### src/rtl/serial_mag_comparator.sv
// Sequential WIDTH-bit magnitude comparator that walks 2-bit slices MSB-first
// through an external combinational 2-bit comparator and posts a registered result.
module serial_mag_comparator #(
  parameter int WIDTH = 8
) (
  input  logic             clk,
  input  logic             rst,
  input  logic             start,
  input  logic [WIDTH-1:0] a,
  input  logic [WIDTH-1:0] b,
  output logic             busy,
  output logic             done,
  output logic             gt,
  output logic             eq,
  output logic             lt,
  output logic             err,
  output logic             a1,
  output logic             a0,
  output logic             b1,
  output logic             b0,
  input  logic             cg,
  input  logic             ce,
  input  logic             cl
);

  localparam int S  = WIDTH / 2;
  localparam int IW = (S > 1) ? $clog2(S) : 1;
  localparam logic [IW-1:0] LAST_IDX = IW'(S - 1);

  typedef enum logic [0:0] {
    IDLE = 1'b0,
    RUN  = 1'b1
  } state_t;

  state_t            state_r;
  logic [WIDTH-1:0]  a_r;
  logic [WIDTH-1:0]  b_r;
  logic [IW-1:0]     idx_r;
  logic [S-1:0][1:0] a_sl_s;
  logic [S-1:0][1:0] b_sl_s;
  logic              code_ok_s;

  function automatic logic one_hot3(input logic g, input logic e, input logic l);
    return (g & ~e & ~l) | (~g & e & ~l) | (~g & ~e & l);
  endfunction

  assign a_sl_s    = a_r;
  assign b_sl_s    = b_r;
  assign code_ok_s = one_hot3(cg, ce, cl);

  // Slice presented to the comparator; forced to zero outside RUN.
  always_comb begin
    a1 = 1'b0;
    a0 = 1'b0;
    b1 = 1'b0;
    b0 = 1'b0;
    if (state_r == RUN) begin
      {a1, a0} = a_sl_s[idx_r];
      {b1, b0} = b_sl_s[idx_r];
    end else begin
      {a1, a0} = 2'b00;
      {b1, b0} = 2'b00;
    end
  end

  // Control FSM with registered handshake and result outputs.
  always_ff @(posedge clk or posedge rst) begin
    if (rst) begin
      state_r <= IDLE;
      a_r     <= '0;
      b_r     <= '0;
      idx_r   <= '0;
      busy    <= 1'b0;
      done    <= 1'b0;
      gt      <= 1'b0;
      eq      <= 1'b0;
      lt      <= 1'b0;
      err     <= 1'b0;
    end else begin
      case (state_r)
        IDLE: begin
          done <= 1'b0;
          if (start) begin
            a_r     <= a;
            b_r     <= b;
            idx_r   <= LAST_IDX;
            gt      <= 1'b0;
            eq      <= 1'b0;
            lt      <= 1'b0;
            busy    <= 1'b1;
            state_r <= RUN;
          end
        end
        RUN: begin
          done <= 1'b0;
          if (!code_ok_s) begin
            err <= 1'b1;
          end
          // Anything that is neither g nor l (including the all-low code)
          // advances like an equal slice, so the walk always ends in S cycles.
          if (cg) begin
            gt      <= 1'b1;
            done    <= 1'b1;
            busy    <= 1'b0;
            state_r <= IDLE;
          end else if (cl) begin
            lt      <= 1'b1;
            done    <= 1'b1;
            busy    <= 1'b0;
            state_r <= IDLE;
          end else if (idx_r == '0) begin
            eq      <= 1'b1;
            done    <= 1'b1;
            busy    <= 1'b0;
            state_r <= IDLE;
          end else begin
            idx_r <= idx_r - 1'b1;
          end
        end
        default: begin
          state_r <= IDLE;
          busy    <= 1'b0;
          done    <= 1'b0;
        end
      endcase
    end
  end

endmodule

### config.mk
export PLATFORM = sky130hd
export DESIGN_NAME = serial_mag_comparator
export DESIGN_NICKNAME = d
export VERILOG_FILES = /design/src/rtl/serial_mag_comparator.sv
export SDC_FILE = /design/constraint.sdc
export NUM_CORES = 1
export LEC_CHECK = 0
export ABC_AREA = 1
export CAP_MARGIN = 20
export CORE_MARGIN = 8
export CORE_UTILIZATION = 45
export CTS_CLUSTER_DIAMETER = 100
export CTS_CLUSTER_SIZE = 10
export DETAILED_ROUTE_END_ITERATION = 7
export GPL_TIMING_DRIVEN = 1
export PLACE_DENSITY = 0.84
export REMOVE_ABC_BUFFERS = 1
export SYNTH_ARGS = -nofsm -noshare
export SYNTH_HDL_FRONTEND = slang
export SYNTH_SLANG_ARGS = --single-unit
### constraint.sdc
create_clock -name clk -period 2.7 [get_ports clk]
set_clock_uncertainty 0.1 [all_clocks]
set_input_delay 0.81 -clock clk [delete_from_list [all_inputs] [get_ports clk]]
set_output_delay 0.81 -clock clk [all_outputs]
set_load 0.05 [all_outputs]
# Word-level counts from Yosys, hierarchy flattened
# Index checks and enable logic that the tools add are counted.
# W data, S select, Z words.
# word_totals
output_inout_bits	10
input_bits	22
regBits	25
word_cells	78
# classes
add_sub_neg	1
n_bitwise	13
n_reduce_logical	8
order_cmp	1
n_mux	37
n_eq_ne	8
# op_table
operator	count
$mux W1	22
$mux W2	6
$ne A2 B2 Y1 const B	6
$pmux W1 S2	6
$bmux W2 S2	2
$reduce_and A2 Y1	4
$reduce_and A4 Y1	2
$and A1 B1 Y1	6
$not A1 Y1	5
$ne A4 B3 Y1 const B	1
$pmux W2 S2	1
$lt A2 B3 Y1 const B	1
$reduce_and A3 Y1	1
$logic_not A2 Y1	1
$ne A2 B1 Y1 const B	1
$or A1 B1 Y1	2
$sub A2 B1 Y2 const B	1

# Longest topological paths before layout
# depth
depth_word	7
mapped_depth	7
ltp_nobuf	7

# Worst setup path before layout
# OpenSTA, ideal clock, no wires.
# synth_timing
path_type	register to output
startpoint	register idx_r[0]
endpoint	output port a0
required_time_ns	1.790
arrival_time_ns	1.443
path_stages_with_launch	5
setup_slack_ns	0.347
n_path_buf	0
cell_sequence	dfrtp_1 clkinv_1 nand2_1 nand3_1 a21oi_1
# synth_between
elab_chain_cells	3
# synth_lines
element	line_no	text
start, declared	38	logic [IW-1:0] idx_r;
start signal, assigned	117	idx_r <= idx_r - 1'b1;
$bmux W2 S2	58	{a1, a0} = a_sl_s[idx_r];
$mux W2 (implied by the code)	58	
$mux W1	57	if (state_r == RUN) begin
end, declared	18	output logic a0,
# Every way passes these cells. The select of a mux whose other input is x is not followed.

# Final worst setup path
# layout_timing
startpoint	register idx_r[0]
endpoint	output port b0
# layout_between
elab_chain_cells	3
# layout_lines
element	line_no	text
$bmux W2 S2	59	{b1, b0} = b_sl_s[idx_r];
$mux W2 (implied by the code)	59	
$mux W1	57	
end, declared	20	output logic b0,
# Every way passes these cells. The select of a mux whose other input is x is not followed.

==> metrics.txt <==
DRC=0; Critical Path AT=about 1.6 ns; number of synthesized register bits=25; Layout Nets=198; Worst Max-Slew Pin Slew=a little over 0.5 ns; Non-Filler Instances=205; top cell type by total area after synthesis=dfrtp_1; Port Buf Inserts=31; Diodes inserted=0; Vias=roughly 1,000; clock sink total=25; design area=~0.0016 mm²; max cap viols=0; Worst Setup SP=idx_r[0]; Peak VDD IR=roughly 0.0004 V; unrepaired setup endpoints after global routing=false; largest net degree at the start of global routing=34; pins over their slew limit=0; Core ar.=approximately 0.0027 mm²; TritonCTS clock tree=built; H-tree depth=1; later-pin clock latency in the skew report=0.32 ns; Fin. Hold Viols=0; die height=69.0 µm; critical path's slowest cell=dfrtp_2; Slowest Stage Delay on Critical Path=0.49 ns; Power Total=~1.1 mW; Mean Syn Cell Area=approximately 9 µm²; GRT Resource Usage Total=0.121; CP bufs+invs=2; Critical Path Start Type=register; asr flop ratio synth=1.00; Post-synth top flop=dfrtp_1; CP Class=register to primary output; top cell family by delay on the critical path=flip-flops; fin crit share=0.937; Ys Warns=0; Mapped Cells=142; drt first-iter violations=39; clock slew at reported path FFs=0.14 ns; Max Fclk=approximately 400 MHz; Area growth, synth to finish=29.6%; cell area after synthesis=0.00127 mm²; Cell Area, Placed=between 0.0015 and 0.002 mm²; # IOs=32; worst path required time=around 1.8 ns; FILL cells=250; initial antenna violation count=0; sequential fraction of the synthesis area=0.494; RePlAce Congestion=~0.84; cts hold-fix bufs=0; slew margin rel.=0.657; DIE AREA=between 0.004 and 0.005 mm²; number of setup buffers added after CTS=0; first-pass GRT wire length=approximately 4900 µm; number of synthesized flops with an enable pin=0; Crit Path Max Fanout=11; Yosys cell types=19; fin crit period=between 2 and 3 ns; outcome=completed; layout cells sized above 1=0.218; Root Driver=clkbuf_4; setup TNS=0 ns; top cells by count, synth=nand2_1 (37), dfrtp_1 (25), inv_1 (24); Placed Instances=about 200; critical path cell sequence=clkinv_2 > nand2_1 > nand3_1 > a21oi_1 > buf_12; top post-synthesis cells by area=dfrtp_1 (49%), o21ai_2 (11%), nand2_1 (11%); DP HPWL=about 2200 µm; Final setup viols=0; most frequent cell after synthesis=nand2_1; hold path start=err; Setup crit end kind=primary output; Worst Hold Class=register to register; Synth top area share=0.494; first-pass detailed-route iteration total=4; vias in the first global route=between 1,000 and 1,500; Initial Util=0.467; ANT nets after route=0; Routed wire per std cell=14.0 µm; PwrDens=about 660 mW/mm²; total CTS buffers=3; Vias/cell=between 4 and 5; Longest Clk Path Bufs=2; Cell Rows=19; die width=a little under 70 µm; r2r startpoint=idx_r[0]; WL final=2870 µm; Leakage=slightly below 0.8 nW; GRT overflow=0
## worst paths after layout
path	end	depth (start not counted)	slack, ns
hold reg to reg	err	2	0.41
hold / removal	err	2	0.41
max in group asynchronous	idx_r[0]	3	1.51
min in group asynchronous	b_r[0]	3	0.73
setup / recovery	b0	5	0.17
setup reg to reg	idx_r[0]	6	1.17
## tightest hold or removal path: cells and delay by family, from the launching register on
family	cells	cell delay, ns
flip-flops	1	0.38
buffers and inverters	1	0.04
AND/OR/NAND/NOR	1	0.06
## cells in the final DEF (no fill, tap or decap)
| master | instances |
|---|---|
| inv_1 | 24 |
| nand2_8 | 1 |
| o31ai_1 | 2 |
| ha_1 | 1 |
| a21oi_1 | 5 |
| buf_12 | 4 |
| dfrtp_2 | 1 |
| clkbuf_4 | 3 |
| clkinv_2 | 2 |
| inv_4 | 1 |
| clkdlybuf4s50_1 | 27 |
| nand2_1 | 37 |
| o21ai_2 | 16 |
| dfrtp_1 | 24 |
| nand2_2 | 8 |
| nor2_1 | 1 |
| o21ai_0 | 4 |
| inv_6 | 1 |
| buf_4 | 1 |
| nand3_1 | 11 |
## sequential cells by signal, indices dropped and copies added (netlist names)
| register | flops |
|---|---|
| b_r | 8 |
| a_r | 8 |
| err | 1 |
| lt | 1 |
| state_r | 1 |
| busy | 1 |
| idx_r | 2 |
| eq | 1 |
| gt | 1 |
| done | 1 |
## power by group
group	internal, mW	switching [mW]	total [mW]
combinational	0.175	0.266	0.441
sequential	0.437	0.0392	0.476
clock	0.0555	0.111	0.167
## cell families (layout without fill, tap and decap cells)
logic type | after synthesis | after routing | synth area share
AO/OA/AOI/OAI | 27 | 27 | 0.158
adder cells (fa/ha/maj) | 1 | 1 | 0.00988
buffers and inverters | 31 | 63 | 0.126
flip-flops | 25 | 25 | 0.494
AND/OR/NAND/NOR | 58 | 58 | 0.211
## routing by layer
metal | up-vias | GRT usage | routed length (µm)
met2 | 39 | 0.206 | 1430
met4 | 0 | 0.0478 | 28
met1 | 473 | 0.138 | 1200
met3 | 4 | 0.0343 | 206
li1 | 508 | - | -
met5 | - | 0 | 0
## final cells by class
cell class	instances	area, µm²	share of cell area
Clock inverter	1	5.00	0.00305
Inverter	27	110	0.0671
Multi-Input combinational cell	86	480	0.293
Timing Repair Buffer	32	358	0.218
Clock buffer	3	22.5	0.0137
Sequential cell	25	627	0.382
Tap cell	31	38.8	0.0236
## timing repair
action	4_1_cts	5_1_grt
gates resized for setup	1	1
gates cloned	0	0
setup endpoints to repair	4	4
## stage by stage
step,util,worst slack [ns],hold slack [ns]
2_1_floorplan,-,0.145,0.391
3_3_place_gp,0.595,0.419,0.362
3_5_place_dp,0.595,0.317,0.367
4_1_cts,0.605,0.0566,0.409
5_1_grt,0.606,0.0730,0.440
6_report,0.606,0.171,0.406
Note: power is estimated with default switching activity, not from simulation.
==> variant 1: new RTL, same flow settings <==
`WIDTH`: 8 -> 4.
--- a/src/rtl/serial_mag_comparator.sv
+++ b/src/rtl/serial_mag_comparator.sv
@@ -3,3 +3,3 @@
 module serial_mag_comparator #(
-  parameter int WIDTH = 8
+  parameter int WIDTH = 4
 ) (
Ports: changed (resized a and b); port bits go from 32 to 24. No check against the original RTL was run, so the function may have changed too.
==> variant 1 against the original RTL <==
Clock power down 6%; area after synthesis down 45%; final cell count fell by 39%; routed wire length down 48%; die area fell by 36%; setup slack gained 0.16 ns; hold slack got worse by 0.021 ns; cell area shrank 42%; power fell by 39%; sequential cell count fell by 9.
==> variant 1: results <==
set metrics [dict create \
    max_stage_delay_ns 0.81 \
    dpl.cell_count 122 \
    clk_path_buf_depth 2 \
    async_flop_share_pct 100 \
    drtIter0Drc 8 \
    place_congestion 0.751 \
    power.net_switching_w 0.000231 \
    hpwl_um 1100 \
    grt_pass1_wl_um 2780 \
    cts_buffers 3 \
    nFillCells 130 \
    ys_types 13 \
    tns_ns 0 \
    p_leak_nw 0.499 \
    clk_pin_slew_ns 0.10 \
    cts_resized 0 \
    max_slew.worst_pin.slew_ns 0.598 \
    crit_path_top_delay_cell "clkdlybuf4s50_1" \
    track_usage_pct 10.5 \
    viasPerCell 4.67 \
    worstPathMaxFanout 2 \
    cp_top_family "buffers and inverters" \
    synthTopCellsByArea "dfrtp_1, nand2_1, nor2_1" \
    synth_edf_count 0 \
    num_vias 589 \
    synth_flop_cell "dfrtp_1" \
    ctsRootBufferMaster "clkbuf_4" \
    crit_arrival_ns 1.46 \
    io_buffers 23 \
    yosysWarnings 0 \
    hp-class "reg -> reg" \
    outcome "finished, final reports clean" \
    grt_max_degree 17 \
    grt_pass1_vias 632 \
    yosysSeqAreaShare_pct 57.7 \
    antenna_found_initial 0 \
    diodes 0 \
    clock_latency_ns 0.28 \
    drt-pass1-iter-count 4 \
    wl_per_cell_um 11.9 \
    cts.htree.levels 1 \
    top_regs "a_r (4), b_r (4)" \
    post_cts_buffers 0 \
    synthTopCellsByCount "nand2_1, dfrtp_1, nor2_1, inv_1, o21ai_0" \
    avgSynthCellArea_um2 8.27 \
    setup_viol 0 \
    drive_above_1_share_pct 11.8 \
    ir_drop_mv 0.379 \
]
[variant 1: changes by cell type in the layout (fill, tap and decap cells not counted), sizes merged, moves of 2 or more]
cell | before | now
inv | 26 | 11
clkinv | 2 | 0
dfrtp | 25 | 16
nand3 | 11 | 1
clkdlybuf4s50 | 27 | 19
nand2 | 46 | 33
o31ai | 2 | 0
a21oi | 5 | 2
o21ai | 20 | 10
nor2 | 1 | 10
[variant 1: power by group through the flow]
stage	Combinational, W	Sequential, W	Clock (W)
finish	0.000203	0.000299	0.000157
floorplan	0.0000968	0.000335	0
global placement	0.000202	0.000301	0
detailed placement	0.000204	0.000303	0
CTS	0.000205	0.000299	0.000161
global route	0.000225	0.000305	0.000165
[variant 1: kinds of logic after synthesis]
| group | synth area share, % |
|---|---|
| buffers and inverters | 7.57 |
| AOI/OAI and AO/OA | 9.73 |
| DFF | 57.7 |
| and+or+nand+nor | 25.0 |
[variant 1: area by class of cell]
| class | count | area, um^2 | share of cell area (%) |
|---|---|---|---|
| Inverter | 11 | 41.3 | 4.30 |
| Clock buffer | 4 | 36.3 | 3.78 |
| Tap cell | 16 | 20.0 | 2.09 |
| Multi-Input combinational cell | 56 | 241 | 25.2 |
| Sequential cell | 16 | 400 | 41.7 |
| Timing Repair Buffer | 23 | 220 | 22.9 |
[variant 1: worst paths after layout]
path | startpoint | endpoint | slack [ns] | cells after the start
worst max-delay path | lt$_DFFE_PP0P_ | lt | 0.33 | 1
worst min-delay path | b_r[0]$_DFFE_PP0P_ | b_r[0]$_DFFE_PP0P_ | 0.38 | 2
worst max register to register | state_r$_DFF_PP0_ | idx_r$_DFFE_PP0P_ | 1.46 | 5
worst min register to register | b_r[0]$_DFFE_PP0P_ | b_r[0]$_DFFE_PP0P_ | 0.38 | 2
max in group asynchronous | rst | done$_DFF_PP0_ | 1.32 | 2
min in group asynchronous | rst | busy$_DFFE_PP0P_ | 0.79 | 2
[variant 1: layer usage]
| layer | vias to the layer above | track usage (%) | wire, um |
|---|---|---|---|
| met1 | 258 | 13.1 | 697 |
| met5 | - | 0 | 0 |
| met3 | 2 | 3.88 | 110 |
| met2 | 22 | 16.0 | 683 |
| met4 | 0 | 4.23 | 9 |
| li1 | 307 | - | - |
[variant 1: per-stage QoR]
stage / utilization [%] / instance area (um^2) / power, W / worst slack [ns]
floorplan: - / 683 / 0.000432 / 0.539
global placement: 62.8 / 923 / 0.000503 / 0.672
detailed placement: 62.8 / 923 / 0.000507 / 0.643
CTS: 65.2 / 960 / 0.000665 / 0.321
global route: 65.2 / 960 / 0.000695 / 0.295
finish: 65.2 / 960 / 0.000659 / 0.333
==> variant 2: new RTL, config.mk and constraints unchanged <==
Without the edit above. Register the output `a1`; this adds one clock of latency there. The other outputs are not delayed to match.
--- a/src/rtl/serial_mag_comparator.sv
+++ b/src/rtl/serial_mag_comparator.sv
@@ -34,2 +34,4 @@
 
+  logic a1_d;
+
   state_t            state_r;
@@ -52,3 +54,3 @@
   always_comb begin
-    a1 = 1'b0;
+    a1_d = 1'b0;
     a0 = 1'b0;
@@ -57,6 +59,6 @@
     if (state_r == RUN) begin
-      {a1, a0} = a_sl_s[idx_r];
+      {a1_d, a0} = a_sl_s[idx_r];
       {b1, b0} = b_sl_s[idx_r];
     end else begin
-      {a1, a0} = 2'b00;
+      {a1_d, a0} = 2'b00;
       {b1, b0} = 2'b00;
@@ -128,2 +130,6 @@
 
+  always_ff @(posedge clk) begin
+    a1 <= a1_d;
+  end
+
 endmodule
Behaviour: not the same (Yosys sat finds a counterexample within 4 cycles, from zero or initial values and one cycle with rst high).
==> variant 2 against the original RTL <==
Power increased by 20%; sequential power rose by 11%; critical path depth stayed put; routed wire length decreased by 2.2%; combinational power up 37%; setup slack got worse by 0.039 ns; cell area rose by 2.0%; sequential share of layout area grew 0.38 points; area after synthesis grew 4.3%; register-to-register slack worse by 0.03 ns; sequential cell count up 1; critical endpoint unchanged; largest power group is now combinational logic.
==> variant 2: results <==
set metrics [dict create \
    synthTopCellsByArea "dfrtp_1, o21ai_2, nand2_1" \
    diodes 0 \
    async_flop_share_pct 96.2 \
    grt_pass1_vias 1076 \
    grt_util_met2_pct 19.1 \
    slew_headroom_pct 66.2 \
    p_leak_nw 0.816 \
    wl_per_cell_um 13.4 \
    crit_arrival_ns 1.66 \
    viasPerCell 4.89 \
    drt-pass1-iter-count 4 \
    drive_above_1_share_pct 23.0 \
    place_ws_ns 0.524 \
    grt_pass1_wl_um 4740 \
    grt_util_met1_pct 13.0 \
    p_int_w 0.000763 \
    yosysSeqAreaShare_pct 48.9 \
    nets 202 \
    grt_max_degree 33 \
    drtIter0Drc 45 \
    track_usage_pct 11.4 \
    ctsRootBufferMaster "clkbuf_4" \
    worstPathMaxFanout 10 \
    outcome "finished, final reports clean" \
    cts_resized 0 \
    max_freq_mhz 389 \
    hpwl_um 2200 \
    place_congestion 0.851 \
    ir_drop_mv 0.676 \
    reg2reg_depth 7 \
    gr-usage-met3_pct 5.08 \
    reg2reg_setup_slack_ns 1.14 \
    synthTopCellsByCount "nand2_1, inv_1, dfrtp_1, o21ai_2, nand2_2" \
]
## variant 2: cell count changes in the layout (fill, tap and decap cells not counted), sizes merged, moves of 2 or more
cell | unedited run | this run
clkinv | 2 | 0
nand2 | 46 | 49
o21ai | 20 | 18
inv | 26 | 29
## variant 2: area by class of cell
type,count,area (um^2)
Timing Repair Buffer,32,348
Clock buffer,4,26.3
Multi-Input combinational cell,87,497
Fill cell,261,1110
Tap cell,31,38.8
Inverter,29,119
Sequential cell,26,646
## variant 2: cell families (layout without fill, tap and decap cells)
family / Yosys count / count (layout) / synth area share [%]
AO/OA/AOI/OAI: 25 / 25 / 14.4
adder cells (fa/ha/maj): 1 / 1 / 0.947
AND/OR/NAND/NOR: 61 / 61 / 22.3
buffers and inverters: 33 / 65 / 13.5
flip-flops: 26 / 26 / 48.9
## variant 2: worst min path at each step
stage | from | cells past startpoint | end | slack, ns
final | err$_DFFE_PP0P_ | 2 | err$_DFFE_PP0P_ | 0.40
after global routing | err$_DFFE_PP0P_ | 2 | err$_DFFE_PP0P_ | 0.41
after CTS | err$_DFFE_PP0P_ | 2 | err$_DFFE_PP0P_ | 0.40
after detailed placement | err$_DFFE_PP0P_ | 2 | err$_DFFE_PP0P_ | 0.37
after global placement | err$_DFFE_PP0P_ | 2 | err$_DFFE_PP0P_ | 0.35
after floorplan | b_r[0]$_DFFE_PP0P_ | 2 | b_r[0]$_DFFE_PP0P_ | 0.39
## variant 2: metrics by stage
| stage | cells | total power (W) | util (%) | area (um^2) |
|---|---|---|---|---|
| 2_1_floorplan | 142 | 0.000919 | - | 1260 |
| 5_1_grt | 209 | 0.00138 | 60.2 | 1670 |
| 3_3_place_gp | 205 | 0.00112 | 59.2 | 1650 |
| 4_1_cts | 209 | 0.00131 | 60.2 | 1670 |
| 3_5_place_dp | 205 | 0.00114 | 59.2 | 1650 |
| 6_report | 209 | 0.00130 | 60.2 | 1670 |
## variant 2: power by group through the flow
stage	sequential [W]	clock, W	combinational, W
detailed placement	0.000538	0	0.000606
CTS	0.000531	0.000172	0.000610
finish	0.000530	0.000165	0.000604
global placement	0.000531	0	0.000588
global route	0.000540	0.000186	0.000656
floorplan	0.000595	0	0.000324
## variant 2: critical path, cell delays in order, from the launching register on
cell and delay [ns]:
dfrtp_1 0.55, inv_2 0.16, nand2_1 0.09, nand3_1 0.10, a21oi_1 0.27, buf_12 0.17
## variant 2: layer usage
metal  vias to the layer above  part of all wire [%]
met1                       479                    42
met4                         0                   1.0
li1                        513                     -
met3                         4                   6.7
met2                        25                    50
met5                         -                     0
